## config.mk

```make
export PLATFORM = sky130hd
export DESIGN_NAME = adma_dm_dst_axis
export DESIGN_NICKNAME = d
export VERILOG_FILES = /design/src/rtl/adma_dm_dst_axis.sv
export SDC_FILE = /design/constraint.sdc
export NUM_CORES = 1
export LEC_CHECK = 0
export BUFFER_PORTS_ARGS = -buffer_cell sky130_fd_sc_hd__buf_2
export CORE_AREA = 8 8 241 243
export CTS_CLUSTER_DIAMETER = 60
export DETAILED_ROUTE_END_ITERATION = 10
export DIE_AREA = 0 0 249 251
export PLACE_DENSITY = 0.53
export SYNTH_ARGS = -nofsm -noshare
export SYNTH_HDL_FRONTEND = slang
export SYNTH_SLANG_ARGS = --single-unit
```

## constraint.sdc

```tcl
create_clock -name aclk -period 4.9 [get_ports aclk]
set_input_delay 0 -clock aclk [delete_from_list [all_inputs] [get_ports aclk]]
set_output_delay 0 -clock aclk [all_outputs]
set_load 0.02 [all_outputs]
```

## src/rtl/adma_dm_dst_axis.sv

```systemverilog
// adma_dm_dst_axis: DMA destination side streaming write data out as AXI-Stream beats
module adma_dm_dst_axis #(
  parameter int DMA_CHN_NUM      = 4,
  parameter int ATX_DST_DATA_W   = 256,
  parameter int ATX_DST_BYTE_AMT = ATX_DST_DATA_W / 8,
  parameter int DST_TDEST_W      = 2,
  parameter int MST_ID_W         = 5,
  parameter int ATX_LEN_W        = 8,
  parameter int ATX_NUM_OSTD     = DMA_CHN_NUM
) (
  input  logic                        aclk,
  input  logic                        aresetn,
  input  logic [MST_ID_W-1:0]         atx_awid,
  input  logic [ATX_LEN_W-1:0]        atx_awlen,
  input  logic [DST_TDEST_W-1:0]      atx_tdest,
  input  logic                        atx_vld,
  output logic                        atx_rdy,
  input  logic [ATX_DST_DATA_W-1:0]   atx_wdata,
  input  logic                        atx_wdata_vld,
  output logic                        atx_wdata_rdy,
  input  logic [MST_ID_W-1:0]         atx_id [0:DMA_CHN_NUM-1],
  output logic [DMA_CHN_NUM-1:0]      atx_done,
  output logic [DMA_CHN_NUM-1:0]      atx_dst_err,
  output logic [MST_ID_W-1:0]         m_tid_o,
  output logic [DST_TDEST_W-1:0]      m_tdest_o,
  output logic [ATX_DST_DATA_W-1:0]   m_tdata_o,
  output logic [ATX_DST_BYTE_AMT-1:0] m_tkeep_o,
  output logic [ATX_DST_BYTE_AMT-1:0] m_tstrb_o,
  output logic                        m_tlast_o,
  output logic                        m_tvalid_o,
  input  logic                        m_tready_i
);
  localparam int PW = (ATX_NUM_OSTD > 1) ? $clog2(ATX_NUM_OSTD) : 1;
  typedef struct packed {
    logic [MST_ID_W-1:0]    id;
    logic [ATX_LEN_W-1:0]   len;
    logic [DST_TDEST_W-1:0] dest;
  } info_t;
  info_t                       fifo_q [ATX_NUM_OSTD];
  info_t                       head;
  logic [PW:0]                 wr_ptr_q, wr_ptr_d, rd_ptr_q, rd_ptr_d;
  logic [ATX_LEN_W-1:0]        cnt_q, cnt_d;
  logic [ATX_DST_DATA_W-1:0]   tdata_q, tdata_d;
  logic [MST_ID_W-1:0]         tid_q, tid_d;
  logic [DST_TDEST_W-1:0]      tdest_q, tdest_d;
  logic [ATX_DST_BYTE_AMT-1:0] keep_q, keep_d;
  logic                        tlast_q, tlast_d, tvalid_q, tvalid_d;
  logic [DMA_CHN_NUM-1:0]      done_q, done_d;
  logic                        empty, full, push, wd_hs, last_beat, out_hs;
  assign head          = fifo_q[rd_ptr_q[PW-1:0]];
  assign empty         = wr_ptr_q == rd_ptr_q;
  assign full          = (wr_ptr_q[PW] != rd_ptr_q[PW]) && (wr_ptr_q[PW-1:0] == rd_ptr_q[PW-1:0]);
  assign atx_rdy       = aresetn && !full;
  assign atx_wdata_rdy = !empty && (!tvalid_q || m_tready_i);
  assign push          = atx_vld && atx_rdy;
  assign wd_hs         = atx_wdata_vld && atx_wdata_rdy;
  assign last_beat     = cnt_q == head.len;
  assign out_hs        = tvalid_q && m_tready_i;
  assign m_tid_o       = tid_q;
  assign m_tdest_o     = tdest_q;
  assign m_tdata_o     = tdata_q;
  assign m_tkeep_o     = keep_q;
  assign m_tstrb_o     = keep_q;
  assign m_tlast_o     = tlast_q;
  assign m_tvalid_o    = tvalid_q;
  assign atx_done      = done_q;
  assign atx_dst_err   = '0;
  // Next state: FIFO pointers, beat counter, output beat register and completion pulses
  always_comb begin
    wr_ptr_d = push ? wr_ptr_q + (PW+1)'(1) : wr_ptr_q;
    rd_ptr_d = (wd_hs && last_beat) ? rd_ptr_q + (PW+1)'(1) : rd_ptr_q;
    cnt_d    = wd_hs ? (last_beat ? '0 : cnt_q + ATX_LEN_W'(1)) : cnt_q;
    tvalid_d = wd_hs || (tvalid_q && !m_tready_i);
    tdata_d  = wd_hs ? atx_wdata : tdata_q;
    tid_d    = wd_hs ? head.id : tid_q;
    tdest_d  = wd_hs ? head.dest : tdest_q;
    keep_d   = wd_hs ? '1 : keep_q;
    tlast_d  = wd_hs ? last_beat : tlast_q;
    done_d   = '0;
    for (int c = 0; c < DMA_CHN_NUM; c++)
      done_d[c] = out_hs && tlast_q && (tid_q == atx_id[c]);
  end
  // Transaction-info FIFO storage, written on each accepted push
  always_ff @(posedge aclk or negedge aresetn) begin
    if (!aresetn) begin
      for (int i = 0; i < ATX_NUM_OSTD; i++) fifo_q[i] <= '0;
    end else if (push) begin
      fifo_q[wr_ptr_q[PW-1:0]] <= '{id: atx_awid, len: atx_awlen, dest: atx_tdest};
    end
  end
  // Control and output register state
  always_ff @(posedge aclk or negedge aresetn) begin
    if (!aresetn) begin
      wr_ptr_q <= '0;
      rd_ptr_q <= '0;
      cnt_q    <= '0;
      tvalid_q <= 1'b0;
      tdata_q  <= '0;
      tid_q    <= '0;
      tdest_q  <= '0;
      keep_q   <= '0;
      tlast_q  <= 1'b0;
      done_q   <= '0;
    end else begin
      wr_ptr_q <= wr_ptr_d;
      rd_ptr_q <= rd_ptr_d;
      cnt_q    <= cnt_d;
      tvalid_q <= tvalid_d;
      tdata_q  <= tdata_d;
      tid_q    <= tid_d;
      tdest_q  <= tdest_d;
      keep_q   <= keep_d;
      tlast_q  <= tlast_d;
      done_q   <= done_d;
    end
  end
endmodule

```

==> out/qor.csv <==
stage,metric,value,unit
sta,Clock Skew,26.7,ps
drt,final wirelength,50.0,mm
floorplan,Initial Utilization,26.4,%
clock_network,total CTS buffers,43,
sta,Least-Margin Pin Slew,1070,ps
hold_path,Worst Hold Class,input pin to async pin,
global_route,largest net degree at the start of global routing,160,
setup_path,Worst Setup Path Type,flop to flop,
logic_synthesis,Syn Area/Cell,9.86,um2
logic_synthesis,area share of the largest cell type after synthesis,60.1,%
drt,DRT Pass-1 Iters,4,
pwr,Worst VDD drop,0.372,mV
sta,setup total negative slack,0,ps
logic_synthesis,Most used DFF post-synth,dfrtp_1,
drt,via count,12873,
sta,final hold violation count,0,
run,Max Cap Viol,0,
sta,final setup margin,1850,ps
setup_path,slowest stage cell on the critical path,o311ai_4,
drt,Starting DRT DRC Count,510,
setup_path,Crit path max-delay family,compound AO/OA/AOI/OAI gates,
final_layout,nets@finish,2594,
clock_network,clk sinks,344,
setup_path,Startpoint Class,flop,
logic_synthesis,"Distinct cells, synth",34,
placement,Placement Setup Slack,1900,ps
setup_path,Register-to-Register Setup Slack,1850,ps
drt,DR DRC count,0,
sta,Rel. slew slack,28.6,%
global_route,first-pass GRT wire length,78.7,mm
clock_network,Worst-path clk slew,60,ps
logic_synthesis,post-synthesis cell area,14300,um2
clock_network,CTS resizes,0,
sta,Slew Limit Fails,0,
setup_path,worst-path cell chain,"xor2_1, o311ai_4, buf_12, nand2_1, nand2_1",
placement,GPL Wtd Cong,0.801,
setup_path,"slowest stage delay, CP",950,ps
setup_path,CP Data Arrival Time,3520,ps
floorplan,Chip Height,251,um
floorplan,io pins,635,
sta,Setup-failing EPs final,0,
global_route,grt total ovfl,0,
floorplan,Core Region,54300,um2
floorplan,FP Rows,86,
drt,post-route ant nets,0,
logic_synthesis,synth top area cells,"dfrtp_1 60%, nand2_1 21%, mux2_2 4.7%, buf_4 3.6%, mux4_1 2.2%",
logic_synthesis,Synth async-reset ratio,100,%
setup_path,Critical Path Fanout Max,118,
drt,DR WL/cell,16.5,um
sta,fmax,328,MHz
logic_synthesis,Synth Instances,1452,
clock_network,htree depth,2,
placement,HPWL after DPL,34.7,mm
setup_path,CP dominant cell by count,nand2_1,
final_layout,Diodes inserted,0,
pwr,Pwr per Cell Area,651,nW/um2
logic_synthesis,#FFs+latches synth,344,
logic_synthesis,register area share after synthesis,60.1,%
final_layout,Layout area overhead,54.0,%
logic_synthesis,warning count from the yosys run,0,
logic_synthesis,"EDFF count, synth",0,
setup_path,CP Data Required Time,5370,ps
clock_network,clock tree buffer depth,3,
clock_network,worst skew pair latency,550,ps
sta,RSZ-0062 raised after global routing,no,
sta,period utilisation layout,62.2,%
clock_network,Root Driver,clkbuf_16,
floorplan,die area,62500,um2
global_route,gr usage total,15.4,%
final_layout,fraction of layout cells with a size suffix above 1,34.2,%
drt,via/cell ratio,4.25,
placement,port bufs,630,
pwr,Leakage,11.8,nW
logic_synthesis,largest area contributor in the netlist,dfrtp_1,
floorplan,die width,249,um
sta,Tmin final,3050,ps
setup_path,Crit. End Element,flop,
outcome,outcome,completed,
global_route,initial antenna violation count,0,
clock_network,CTS tree,yes,
global_route,number of global-route vias before repair,13890,
final_layout,# fillers,5222,
setup_path,CP Buf/Inv Count,1,
-- through the flow --
step	area (um2)	hold WS (ps)	instances	util, %	power, mW
6_report	22000	69.1	3027	40.6	14.4
5_1_grt	22000	83.4	3027	40.6	15.3
4_1_cts	22000	57.4	3027	40.6	14.5
3_5_place_dp	17700	-16.5	2667	32.6	11.0
3_3_place_gp	17700	-18.4	2667	32.6	10.9
2_1_floorplan	14300	-296	1455	-	8.73
-- area by class of cell --
cell class                 count  area (um2)  area share, %
sequential                   344        8610           39.0
timing repair buffer         932        6250           28.3
multi-input combinational    968        4850           22.0
clock buffer                  57        1220           5.53
tap                          704         881           3.99
clock inverter                19         231           1.05
inverter                       3        11.3         0.0511
-- power breakdown --
group	switching [mW]	internal, mW
clock network	1.25	1.97
registers	0.827	4.21
logic	3.89	2.20
-- state kept, by name (all words and copies together) (netlist names) --
signal,cells
cnt_q,8
m_tdest_o,2
atx_done,4
m_tvalid_o,1
wr_ptr_q,3
m_tlast_o,1
rd_ptr_q,3
fifo_q,60
m_tkeep_o,1
m_tid_o,5
m_tdata_o,256
-- per-layer routing --
metal / up-vias / track usage, % / routed length [um] / part of all wire, %
met3: 113 / 4.79 / 3550 / 7.1
li1: 6130 / - / - / -
met2: 507 / 26.7 / 24800 / 50
met4: 0 / 6.02 / 1960 / 3.9
met5: - / 0 / 0 / 0
met1: 6123 / 17.7 / 19700 / 39
-- cells in the mapped netlist, types with 2 or more instances --
master	count
nand3_1	3
nand4_1	2
o21ai_0	4
mux4_1	12
xor2_1	29
ha_1	6
buf_4	69
nand4_2	2
nor3_1	7
buf_1	5
or4_1	4
inv_1	3
nor2_1	7
xnor2_1	9
buf_2	41
dfrtp_1	344
xnor2_2	4
nand2_1	801
clkbuf_1	22
mux2_2	60
mux4_2	3
o311a_1	2
a21boi_0	2
-- cell families after synthesis --
family,synth area share (%)
adder cells (fa/ha/maj),0.524
XOR/XNOR,2.78
buffers and inverters,6.15
multiplexers,7.50
AND/OR/NAND/NOR,22.3
AO/OA/AOI/OAI,0.620
flip-flops,60.1
other,0.0262
-- cell usage in the layout (no fill, tap or decap), drive strengths merged --
cell         instances
o311ai               1
nor2                 7
clkinvlp             1
conb                 4
clkbuf              57
o21a                 1
nand2b               1
nand4                4
dfrtp              344
and4                 1
or2b                 1
xor2                29
dlygate4sd3        283
o21ai                4
mux2                61
nand2              801
nand3                3
xnor2               13
or4                  4
inv                  9
nor3                 8
o311a                2
a21boi               2
mux4                15
clkinv               8
buf                649
bufinv               4
ha                   6
-- worst paths after layout --
kind                             endpoint            from  cells after the start
min reg2reg                m_tdata_o[190]  m_tdata_o[190]                      2
max                        m_tdata_o[138]     rd_ptr_q[1]                      5
max reg2reg                m_tdata_o[138]     rd_ptr_q[1]                      5
max in group asynchronous    m_tkeep_o[0]         aresetn                      3
min                         m_tdata_o[32]         aresetn                      3
min in group aclk           m_tdata_o[24]   atx_wdata[24]                      4
-- worst reg2reg max path: cells and delay by family, from the launching register on --
| kind | cells | cell delay [ps] |
|---|---|---|
| DFF | 1 | 850 |
| AOI/OAI and AO/OA | 1 | 950 |
| xor gates and xnor gates | 1 | 300 |
| and+or+nand+nor | 2 | 470 |
| buffers and inverters | 1 | 400 |
-- repair_timing --
action | in CTS | in global routing
hold buffers | 284 | 0
buffers inserted | 0 | 0
hold endpoints to repair | 382 | 0
Note: power is estimated with default switching activity, not from simulation.
